==> src/rtl/bcd_ex3_pkg.sv <==
// Shared types and constants for the time-multiplexed BCD to Excess-3 sequencer.
package bcd_ex3_pkg;

  localparam int          DIGIT_W  = 4;
  localparam logic [3:0]  BCD_MAX  = 4'd9;
  localparam logic [3:0]  EX3_BIAS = 4'd3;

  typedef enum logic [1:0] {
    IDLE = 2'd0,
    CONV = 2'd1,
    DONE = 2'd2
  } state_t;

endpackage

==> src/rtl/bcd_ex3_if.sv <==
// Valid/ready word interface: producer side (BCD in) and consumer side (Excess-3 out).
interface bcd_ex3_if
  import bcd_ex3_pkg::*;
#(
  parameter int DIGITS = 4
);

  logic                      in_valid_i;
  logic                      in_ready_o;
  logic [DIGIT_W*DIGITS-1:0] bcd_i;
  logic                      out_valid_o;
  logic                      out_ready_i;
  logic [DIGIT_W*DIGITS-1:0] ex_o;
  logic                      err_o;

  modport master (
    output in_valid_i, bcd_i, out_ready_i,
    input  in_ready_o, out_valid_o, ex_o, err_o
  );

  modport slave (
    input  in_valid_i, bcd_i, out_ready_i,
    output in_ready_o, out_valid_o, ex_o, err_o
  );

endinterface

==> src/rtl/bcd_ex3_digit.sv <==
// Single-digit BCD to Excess-3 converter in gate form; only valid for inputs 0..9.
module bcd_ex3_digit (
  input  logic [3:0] bcd,
  output logic [3:0] ex
);

  logic b1_or_b0;

  // Don't-care minimisation over the unused codes 10..15.
  assign b1_or_b0 = bcd[1] | bcd[0];
  assign ex[3]    = bcd[3] | (bcd[2] & b1_or_b0);
  assign ex[2]    = bcd[2] ^ b1_or_b0;
  assign ex[1]    = ~(bcd[1] ^ bcd[0]);
  assign ex[0]    = ~bcd[0];

endmodule

==> src/rtl/bcd_ex3_seq.sv <==
// Converts a packed BCD word to Excess-3 one digit per clock through a single
// shared converter; digits above 9 produce a zero field and set a sticky error.
module bcd_ex3_seq
  import bcd_ex3_pkg::*;
#(
  parameter int DIGITS = 4
) (
  input  logic       clk_i,
  input  logic       rst_ni,
  bcd_ex3_if.slave   bus
);

  localparam int W     = DIGIT_W * DIGITS;
  localparam int IDX_W = (DIGITS > 1) ? $clog2(DIGITS) : 1;

  state_t             state_q;
  logic [W-1:0]       word_q;
  logic [W-1:0]       ex_q;
  logic               err_q;
  logic [IDX_W-1:0]   idx_q;
  logic               in_ready_q;
  logic               out_valid_q;

  logic [DIGIT_W-1:0] digit;
  logic [DIGIT_W-1:0] digit_ex;
  logic               digit_bad;
  logic               last_digit;

  assign digit      = word_q[idx_q*DIGIT_W +: DIGIT_W];
  assign digit_bad  = (digit > BCD_MAX);
  assign last_digit = (idx_q == IDX_W'(DIGITS - 1));

  bcd_ex3_digit u_digit (
    .bcd (digit),
    .ex  (digit_ex)
  );

  always_ff @(posedge clk_i or negedge rst_ni) begin
    if (!rst_ni) begin
      state_q     <= IDLE;
      word_q      <= '0;
      ex_q        <= '0;
      err_q       <= 1'b0;
      idx_q       <= '0;
      in_ready_q  <= 1'b1;
      out_valid_q <= 1'b0;
    end else begin
      unique case (state_q)
        IDLE: begin
          if (bus.in_valid_i) begin
            word_q     <= bus.bcd_i;
            ex_q       <= '0;
            err_q      <= 1'b0;
            idx_q      <= '0;
            in_ready_q <= 1'b0;
            state_q    <= CONV;
          end
        end
        CONV: begin
          ex_q[idx_q*DIGIT_W +: DIGIT_W] <= digit_bad ? '0 : digit_ex;
          if (digit_bad) begin
            err_q <= 1'b1;
          end
          if (last_digit) begin
            out_valid_q <= 1'b1;
            state_q     <= DONE;
          end else begin
            idx_q <= idx_q + IDX_W'(1);
          end
        end
        DONE: begin
          // Returning to IDLE re-opens the input only from the next cycle on.
          if (bus.out_ready_i) begin
            out_valid_q <= 1'b0;
            in_ready_q  <= 1'b1;
            state_q     <= IDLE;
          end
        end
        default: begin
          out_valid_q <= 1'b0;
          in_ready_q  <= 1'b1;
          state_q     <= IDLE;
        end
      endcase
    end
  end

  assign bus.in_ready_o  = in_ready_q;
  assign bus.out_valid_o = out_valid_q;
  assign bus.ex_o        = ex_q;
  assign bus.err_o       = err_q;

endmodule

==> src/flat_wrapper.sv <==
// flat-port wrapper written by rule: the top's interface ports become plain ports
module bcd_ex3_seq_flat import bcd_ex3_pkg::*;
#(
  parameter int DIGITS = 4
)
  (clk_i, rst_ni, bus_in_valid_i, bus_bcd_i, bus_out_ready_i, bus_in_ready_o, bus_out_valid_o, bus_ex_o, bus_err_o);
  bcd_ex3_if #(.DIGITS(DIGITS)) bus_i ();
  input  logic clk_i;
  input  logic rst_ni;
  input wire logic [$bits(bus_i.in_valid_i)-1:0] bus_in_valid_i;
  input wire logic [$bits(bus_i.bcd_i)-1:0] bus_bcd_i;
  input wire logic [$bits(bus_i.out_ready_i)-1:0] bus_out_ready_i;
  output wire logic [$bits(bus_i.in_ready_o)-1:0] bus_in_ready_o;
  output wire logic [$bits(bus_i.out_valid_o)-1:0] bus_out_valid_o;
  output wire logic [$bits(bus_i.ex_o)-1:0] bus_ex_o;
  output wire logic [$bits(bus_i.err_o)-1:0] bus_err_o;
  assign bus_i.in_valid_i = bus_in_valid_i;
  assign bus_i.bcd_i = bus_bcd_i;
  assign bus_i.out_ready_i = bus_out_ready_i;
  assign bus_in_ready_o = bus_i.in_ready_o;
  assign bus_out_valid_o = bus_i.out_valid_o;
  assign bus_ex_o = bus_i.ex_o;
  assign bus_err_o = bus_i.err_o;
  bcd_ex3_seq #(.DIGITS(DIGITS)) u_core (.clk_i(clk_i), .rst_ni(rst_ni), .bus(bus_i));
endmodule
==> config.mk <==
export PLATFORM = sky130hd
export DESIGN_NAME = bcd_ex3_seq_flat
export DESIGN_NICKNAME = d
export VERILOG_FILES = /design/src/rtl/bcd_ex3_pkg.sv /design/src/rtl/bcd_ex3_if.sv /design/src/rtl/bcd_ex3_digit.sv /design/src/rtl/bcd_ex3_seq.sv /design/src/flat_wrapper.sv
export SDC_FILE = /design/constraint.sdc
export NUM_CORES = 1
export LEC_CHECK = 0
export BUFFER_PORTS_ARGS = -buffer_cell sky130_fd_sc_hd__buf_2
export CAP_MARGIN = 20
export CORE_MARGIN = 3
export CORE_UTILIZATION = 26
export DETAILED_ROUTE_END_ITERATION = 10
export HOLD_SLACK_MARGIN = 0.08
export SETUP_SLACK_MARGIN = 0.4
export SLEW_MARGIN = 20
export SYNTH_ARGS = -nofsm -noshare
export SYNTH_HDL_FRONTEND = slang
export SYNTH_SLANG_ARGS = --single-unit
export TNS_END_PERCENT = 20
==> constraint.sdc <==
create_clock -name clk_i -period 3.5 [get_ports clk_i]
set_clock_uncertainty 0.15 [all_clocks]
set_input_delay 0.175 -clock clk_i [delete_from_list [all_inputs] [get_ports clk_i]]
set_output_delay 0.175 -clock clk_i [all_outputs]
set_load 0.02 [all_outputs]
Word level (Yosys, flattened, before mapping)
Cells that the tools add are included.
{"block": "totals", "out_inout_bits": 19, "inputBits": 20, "regBits": 39, "wordCells": 58}
{"block": "op_classes", "shift": 3, "reduce_logical": 9, "magnitude_cmp": 1, "bitwise": 9, "muxes": 19, "eq_ne": 8, "addsub": 2}
{"operator": "4-bit negator with 34-bit output", "n": 1}
{"operator": "4-bit by 34-bit variable shift with 16-bit output (first input constant)", "n": 1}
{"operator": "4-bit by 34-bit indexed part select with 16-bit output", "n": 1}
{"operator": "16-bit case mux with 2 select lines", "n": 1}
{"operator": "16-bit bitwise mux", "n": 1}
{"operator": "16-bit 2-to-1 mux", "n": 1}
{"operator": "16-bit by 5-bit indexed part select with 4-bit output", "n": 1}
{"operator": "3-bit AND reduction", "n": 5}
{"operator": "2-bit 2-to-1 mux", "n": 5}
{"operator": "2-bit != test (second input constant)", "n": 3}
{"operator": "1-bit case mux with 3 select lines", "n": 2}
{"operator": "2-bit case mux with 3 select lines", "n": 1}
{"operator": "1-bit 2-to-1 mux", "n": 5}
{"operator": "2-bit equality test (second input constant)", "n": 2}
{"operator": "4-bit > comparator (second input constant)", "n": 1}
{"operator": "4-bit 2-to-1 mux", "n": 1}
{"operator": "2-bit by 1-bit != test with 1-bit output (second input constant)", "n": 2}
{"operator": "1-bit NOT", "n": 4}
{"operator": "2-bit case mux with 2 select lines", "n": 1}
{"operator": "2-bit AND reduction", "n": 2}
{"operator": "2-bit by 1-bit adder with 2-bit output (second input constant)", "n": 1}
{"operator": "2-bit by 1-bit equality test with 1-bit output (second input constant)", "n": 1}
{"operator": "2-bit logical NOT", "n": 1}
{"operator": "1-bit OR", "n": 2}
{"operator": "4 further kinds", "n": 5}

Logic depth before layout (Yosys ltp)
Gate-level depths: netlist (run 1).
{"block": "depth", "depth_word": 8, "ltp_mapped": 9, "depth_no_buf": 7}

Cells and area by module
Synthesis (run 1) repeated with hierarchy kept, for this count alone.
{"block": "hier_totals", "cells_unflattened": 152, "area_unflattened_um2": 1868.0}
{"module": "bcd_ex3_seq", "seq_area_each_um2": 977.2, "n_inst": 1, "area_per_inst_um2": 1821.7, "cells_per_inst": 145}
{"module": "bcd_ex3_digit", "seq_area_each_um2": 0.0, "n_inst": 1, "area_per_inst_um2": 46.3, "cells_per_inst": 7}

Worst setup path after synthesis (run 1)
No wires, ideal clock.
{"block": "synth_timing", "kind": "register to register", "from": "register u_core.idx_q[0]", "to": "register u_core.ex_q[10], in the netlist u_core.bus.ex_o[10]", "path_buffers": 3, "t_arrival_ns": 2.218, "path_stages_with_launch": 10, "setup_slack_ns": 1.037, "setup_time_ns": 0.095, "t_required_ns": 3.255, "path_cell_list": "dfrtp_1 buf_2 mux4_2 inv_1 ha_1 o21ai_0 o221a_1 buf_6 buf_8 o31ai_1"}
{"block": "synth_between", "elab_chain_len": 8, "elab_cells_between_ends": 15}
{"item": "start, declared", "line": "bcd_ex3_seq.sv:20", "source": "logic [IDX_W-1:0] idx_q;"}
{"item": "start signal, assigned", "line": "bcd_ex3_seq.sv:68", "source": "idx_q <= idx_q + IDX_W'(1);"}
{"item": "parallel branches: the longest is 6 deep, another holds 4-bit > comparator"}
{"item": "16-bit bitwise mux *", "line": "bcd_ex3_seq.sv:60", "source": "ex_q[idx_q*DIGIT_W +: DIGIT_W] <= digit_bad ? '0 : digit_ex;"}
{"item": "16-bit case mux with 2 select lines *", "line": "bcd_ex3_seq.sv:48", "source": "unique case (state_q)"}
{"item": "end signal, assigned by index", "line": "bcd_ex3_seq.sv:60"}
{"item": "end, declared", "line": "bcd_ex3_seq.sv:18", "source": "logic [W-1:0] ex_q;"}
Every way passes the cells marked *.
A chain may end at the register's enable or synchronous reset.

Final worst setup path (run 1)
{"block": "layout_timing", "from": "register u_core.idx_q[0]", "to": "register u_core.err_q, in the netlist u_core.bus.err_o"}
{"block": "layout_between", "elab_chain_len": 4}
{"item": "16-bit by 5-bit indexed part select with 4-bit output", "line": "bcd_ex3_seq.sv:29", "source": "assign digit = word_q[idx_q*DIGIT_W +: DIGIT_W];"}
{"item": "4-bit > comparator", "line": "bcd_ex3_seq.sv:30", "source": "assign digit_bad = (digit > BCD_MAX);"}
{"item": "2-bit by 1-bit != test with 1-bit output (no line)"}
{"item": "3-bit AND reduction (no line)"}
{"item": "end signal, assigned", "line": "bcd_ex3_seq.sv:43", "source": "err_q <= 1'b0;"}
{"item": "end signal, assigned", "line": "bcd_ex3_seq.sv:53", "source": "err_q <= 1'b0;"}
{"item": "end signal, assigned", "line": "bcd_ex3_seq.sv:62", "source": "err_q <= 1'b1;"}
{"item": "end, declared", "line": "bcd_ex3_seq.sv:19", "source": "logic err_q;"}
No other way between the ends.

==> results.toml, run 1 <==
[placement]
port-buffer-count = 38
gp_congestion = 0.789
placed_cell_area_um2 = 2170
post-place-ws_ns = 0.607
dpl.cell_count = 282
hpwl_um = 3010

[clock_network]
cts_buffers = 5
clkSlewWorstSetupHoldPaths_ns = 0.07
worstSkewPairLatency_ns = 0.29
clockBufferDepth = 2
cts-root-buf = "clkbuf_8"
cts_tree = "done"
h-tree-depth = 2
cts_sinks = 39

[sta]
final-hold-violation-count = 0
setup_viol = 0
relSlewSlack_pct = 42.3
slew_violations = 0
fin_setup_tns_ns = 0
layout_setup_ws_ns = 0.829
worst_pin_slew_ns = 0.866
rsz0062_at_grt = "no"
finalCritPeriodShare_pct = 76.3
fmax_ghz = 0.374
finalCriticalPeriod_ns = 2.67

[route]
route.vias.total = 1412
ant_nets = 0
drt-wirelength-per-cell_um = 14.1
via_per_inst = 4.58
drtIter0Drc = 75
drc = 0
wl_um = 4340
firstDrtPassIters = 4

[synthesis]
ys_seq_area_share_pct = 50.8
postSynthCellCount = 157
synth_top_area_share_pct = 49.4
ys_seq_elements = 39
synth_area_um2 = 1920
syn_area_per_cell_um2 = 12.2
yosys_warnings = 0
synth_area_leaders = "dfrtp_1 49%, mux2_2 7.0%, o31ai_1 5.1%, o21ai_0 4.9%, ha_1 4.6%"
synth_nets = 184
synth_ff_type = "dfrtp_1"
async_reset_ff_share_pct = 100
ys_types = 31
synth_edf_count = 0
yosysTopAreaCell = "dfrtp_1"

[power]
p_leak_uw = 0.00115
ir_drop_mv = 0.380
powerDensity_nw_per_um2 = 926

[layout]
utilization_pct = 35.4
area_growth_pct = 28.4
drive_gt1_share_pct = 34.0
post-route-cell-area_um2 = 2470
diodes = 0
instances_no_fill = 308
nets = 238

[floorplan]
die_h_um = 92.0
dieArea_um2 = 8460
fp.coreArea_um2 = 6980
die_w_um = 92.0
ios = 39
start_util_pct = 27.5
rows = 30

[hold_path]
min-delay-path-class = "primary input to register"

[global_routing]
grt_max_degree = 40
grt_pass1_wl_um = 7300
first_global_vias = 1477
grtUsageTotal_pct = 10.7
grt_overflow = 0
antenna_found_initial = 0

[worst_setup_path]
required_ns = 3.53
worstSetupPathType = "register to register"
start_kind = "register"
cp_slowest_cell = "dfrtp_1"
arrival_ns = 2.71
crit_chain = "mux4_2 > inv_1 > ha_1 > o21ai_0 > o221a_2 > a22o_1"
critPathMaxFanout = 17
end_kind = "register"
slowest_delay_ns = 0.67

[flow_run]
cap_viol_max_count = 0

[outcome]
status = "completed"
## cells by family after synthesis
group                      Yosys count  share of synthesized area [%]
buffers and inverters               19                           5.40
DFF                                 39                           50.8
AOI/OAI and AO/OA                   45                           16.4
muxes                               26                           16.9
adders and majority gates            7                           4.55
and+or+nand+nor                     21                           5.99
## per-layer routing
metal  vias up  part of all wire, %  track usage, %
met2        39                   44            16.1
li1        680                    -               -
met3         3                  5.9            3.28
met4         0                 0.67            3.09
met5         -                    0               0
met1       690                   49            14.7
## registers in the layout, summed over array words and instances, names as in the netlist
name	cells
u_core.bus.err_o	1
u_core.bus.ex_o	16
u_core.bus.in_ready_o	1
u_core.bus.out_valid_o	1
u_core.idx_q	2
u_core.state_q	2
u_core.word_q	16
## worst max-delay path: cells and delay by family, from the launching register on
| family | cells | cell delay [ns] |
|---|---|---|
| AOI/OAI and AO/OA | 3 | 0.82 |
| buffers and inverters | 1 | 0.09 |
| DFF | 1 | 0.67 |
| adders and majority gates | 1 | 0.17 |
| muxes | 1 | 0.66 |
## final cells by class
class                   count  area, um2
fillers                   721       4510
flip-flops and latches     39        977
multi-input cells          99        842
repair buffers             57        378
well taps                  96        120
clock buffers               6       82.6
clock inverters             2       35.0
inverters                   9       33.8
## worst paths after layout
path / startpoint / end / slack (ns) / cells past startpoint
worst max-delay path: u_core.idx_q[0] / u_core.bus.err_o / 0.83 / 6
worst min-delay path: bus_in_valid_i / u_core.state_q[0] / 0.10 / 3
worst max register to register: u_core.idx_q[0] / u_core.bus.err_o / 0.83 / 6
worst min register to register: u_core.word_q[5] / u_core.word_q[5] / 0.34 / 1
max in group asynchronous: rst_ni / u_core.word_q[12] / 2.26 / 2
min in group asynchronous: rst_ni / u_core.bus.ex_o[13] / 0.38 / 2
## per-stage QoR
stage	hold WS, ns	total power [uW]
6_report	0.104	2290
5_1_grt	0.122	2460
4_1_cts	0.0936	2310
3_5_place_dp	0.195	1890
3_3_place_gp	0.187	1860
2_1_floorplan	-0.271	1670
## synthesized netlist by cell type (2+ instances only)
cell	number
dfrtp_1	38
o21ai_0	19
o31ai_1	13
mux2_2	12
inv_1	9
nor2_1	9
ha_1	7
mux2_1	5
mux2i_1	5
a22o_1	4
clkbuf_1	4
o31ai_2	4
mux4_2	3
nand2_1	3
nand3_1	3
a21oi_1	2
buf_2	2
buf_6	2
## what timing repair did
item | in CTS | in global routing
endpoints found under the hold margin | 56 | 0
gates resized for setup | 0 | 1
endpoints found under the setup margin | 0 | 2
hold buffers | 18 | 0
buffers inserted | 0 | 0
## report_power, final
part	leakage, uW	total, uW	internal, uW	switching [uW]
combinational	0.000596	1080	454	625
clock	0.0000612	388	231	157
sequential	0.000491	819	636	182
total	0.00115	2290	1320	964
## cells in the final DEF (no fill, tap or decap), drive strengths merged
master	netlist	final
a21oi	2	2
o21ai	19	19
mux4	3	3
o221a	1	1
or4b	1	1
clkbuf	4	6
nor2b	1	1
inv	9	9
dfrtp	38	38
nand2	4	4
o22a	1	1
mux2i	5	5
or3	1	1
a22o	4	4
mux2	18	18
dlygate4sd3	0	18
dfstp	1	1
nand3	3	3
nor4bb	1	1
ha	7	7
nor2	9	9
o21bai	1	1
o31ai	17	17
nor3b	1	1
bufinv	0	1
clkinv	0	1
buf	6	39
(Power assumes the default switching activity.)
==> run 2: changes to the inputs <==
ABC_AREA = 1   (was unset)
clock period = 2.2 ns   (was 3.5 ns; I/O delays follow)
==> run 2 against run 1 <==
Worst setup slack got worse by 0.60 ns. Critical endpoint is now u_core.bus.ex_o[7]. Maximum frequency is 36% higher. Die area shrank 0.67%. Sequential share of layout area fell by 2.2 points. Via count increased by 17%. Global-route usage is 0.64 points higher. Final area is 5.9% higher. Combinational power rose by 77%.
==> results.toml, run 2 <==
[outcome]
status = "completed"

[synthesis]
synth_top_family_by_area = "simple AND/OR/NAND/NOR gates"
synth_top_area_share_pct = 49.8
synthSimpleGateAreaFrac_pct = 28.1
syn_area_per_cell_um2 = 8.45
postSynthCellCount = 226
async_reset_ff_share_pct = 100
ys_types = 28
yosysMostFrequentCell = "nand2_1"
synth_ff_type = "dfrtp_1"
yosys_warnings = 0
synth_area_um2 = 1910
synth_area_leaders = "dfrtp_1 50%, nand2_1 17%, ha_1 4.6%, inv_1 4.5%, nand3_1 2.4%"
synth_fa_ha_area_share_pct = 4.59
yosys-top-cells-count = "87 x nand2_1, 38 x dfrtp_1, 23 x inv_1"
yosysTopAreaCell = "dfrtp_1"
synth_compound_area_share_pct = 8.13
synthXorXnorAreaFrac_pct = 0
synth_edf_count = 0
ys_seq_elements = 39
synth_mux_area_share_pct = 0
synth_nets = 253
ys_seq_area_share_pct = 51.2

[worst_setup_path]
timing.rr.end = "u_core.bus.ex_o[7]"
crit_chain = "inv_4 > nand2_2 > a32o_2 > ha_4 > or2_0 > nand2_2 > nand2_4 > nand4_1 > o21bai_1"
worstSetupPathType = "register to register"
cp_slowest_cell = "dfrtp_2"
slowest_delay_ns = 0.46
reg2reg_from = "u_core.idx_q[0]"
r2r_cells = 9
start_kind = "register"
arrival_ns = 1.98
end_kind = "register"
required_ns = 2.21
ff2ff_setup_slack_ns = 0.23
critPathMaxFanout = 7
worst_path_most_repeated_cell = "nand2_2"

[sta]
rsz0062_at_grt = "yes"
slew_violations = 0
worst_pin_slew_ns = 0.484
relSlewSlack_pct = 67.7
fmax_ghz = 0.509
setup_viol = 0
final-hold-violation-count = 0
fin_setup_tns_ns = 0
finalCriticalPeriod_ns = 1.97
hold-worst-slack_ns = 0.0988
finalCritPeriodShare_pct = 89.4

[global_routing]
grtUsageMet2_pct = 17.7
grt_overflow = 0
use_met1_pct = 15.4
grtUsageTotal_pct = 11.3
antenna_found_initial = 0
grt_max_degree = 23
gr-max-usage-layer = "met2"
first_global_vias = 1681
gr-usage-met3_pct = 3.04
grt_pass1_wl_um = 7760

[route]
firstDrtPassIters = 4
drc = 0
drtIter0Drc = 69
route.vias.total = 1657
ant_nets = 0
wl_um = 4480
drt-wirelength-per-cell_um = 11.4
via_per_inst = 4.22

[layout]
drive_gt1_share_pct = 27.6
nets = 323
layout_common_cells = "85 x nand2_1, 38 x buf_2, 37 x dfrtp_1"
final_common_cell = "nand2_1"
area_growth_pct = 36.9
diodes = 0
post-route-cell-area_um2 = 2610
utilization_pct = 37.6

[hold_path]
min-delay-path-class = "primary input to register"
worstHoldPathCells = 4
hp-start = "bus_in_valid_i"
hold_end = "u_core.bus.err_o"

[floorplan]
fp.coreArea_um2 = 6940
die_w_um = 91.7
rows = 30
ios = 39
die_h_um = 91.7
dieArea_um2 = 8410
start_util_pct = 27.5

[power]
ir_drop_mv = 0.496
powerDensity_nw_per_um2 = 1390
p_leak_uw = 0.00135

[flow_run]
cap_viol_max_count = 0

[placement]
gp_congestion = 0.827
port-buffer-count = 38
hpwl_um = 3260
placed_cell_area_um2 = 2220

[clock_network]
clkSlewWorstSetupHoldPaths_ns = 0.08
clockBufferDepth = 2
cts_sinks = 39
cts_tree = "done"
cts_buffers = 5
cts-root-buf = "clkbuf_8"
h-tree-depth = 2
worstSkewPairLatency_ns = 0.29
==> run 2: timing repair <==
item                                    4_1_cts  5_1_grt
endpoints found under the setup margin       17       17
hold endpoints to repair                     40        0
gates resized for setup                       2       12
setup buffers                                 5        1
gates cloned                                  0        1
hold buffers                                 18        0
pin swaps                                     2        9
==> run 2: final cells by class <==
class	instances	area, um2
Clock buffer	7	76.3
Clock inverter	1	30.0
Fill cell	726	4330
Inverter	30	116
Multi-Input combinational cell	153	828
Sequential cell	39	978
Tap cell	96	120
Timing Repair Buffer	67	464
==> run 2: worst max path at each step <==
stage / from / endpoint / depth (start not counted)
2_1_floorplan: u_core.idx_q[0] / u_core.bus.ex_o[12] / 12
4_1_cts: u_core.idx_q[0] / u_core.bus.ex_o[14] / 8
6_report: u_core.idx_q[0] / u_core.bus.ex_o[7] / 9
3_5_place_dp: u_core.idx_q[0] / u_core.bus.ex_o[6] / 9
3_3_place_gp: u_core.idx_q[0] / u_core.bus.ex_o[14] / 11
5_1_grt: u_core.idx_q[0] / u_core.bus.ex_o[7] / 9
==> run 2: critical path, delay by kind of cell, from the launching register on <==
kind,cells,cell delay (ns)
AO/OA/AOI/OAI,2,0.38
adder cells (fa/ha/maj),1,0.16
buffers and inverters,1,0.10
flip-flops,1,0.46
AND/OR/NAND/NOR,5,0.58
==> run 2: through the flow <==
stage          power (uW)  setup slack [ns]  cells
6_report             3630             0.234    393
5_1_grt              3970             0.129    393
4_1_cts              3490             0.236    391
3_5_place_dp         2800             0.140    360
3_3_place_gp         2760             0.206    360
2_1_floorplan        2420             0.275    226
==> run 2: layer usage <==
| layer | vias to the layer above | routed length, um |
|---|---|---|
| met5 | - | 0 |
| met4 | 0 | 60 |
| met3 | 6 | 197 |
| met2 | 36 | 2100 |
| met1 | 763 | 2120 |
| li1 | 852 | - |
==> run 2: where the power goes <==
group	leakage, uW	total, uW	switching (uW)	internal [uW]
sequential	0.000503	1150	168	983
combinational	0.000798	1910	1180	722
clock	0.0000524	575	236	339
total	0.00135	3630	1590	2040
==> run 2: kinds of logic after synthesis <==
kind of cell / count (synthesis)
flip-flops: 39
buffers and inverters: 35
AO/OA/AOI/OAI: 23
adder cells (fa/ha/maj): 7
AND/OR/NAND/NOR: 122
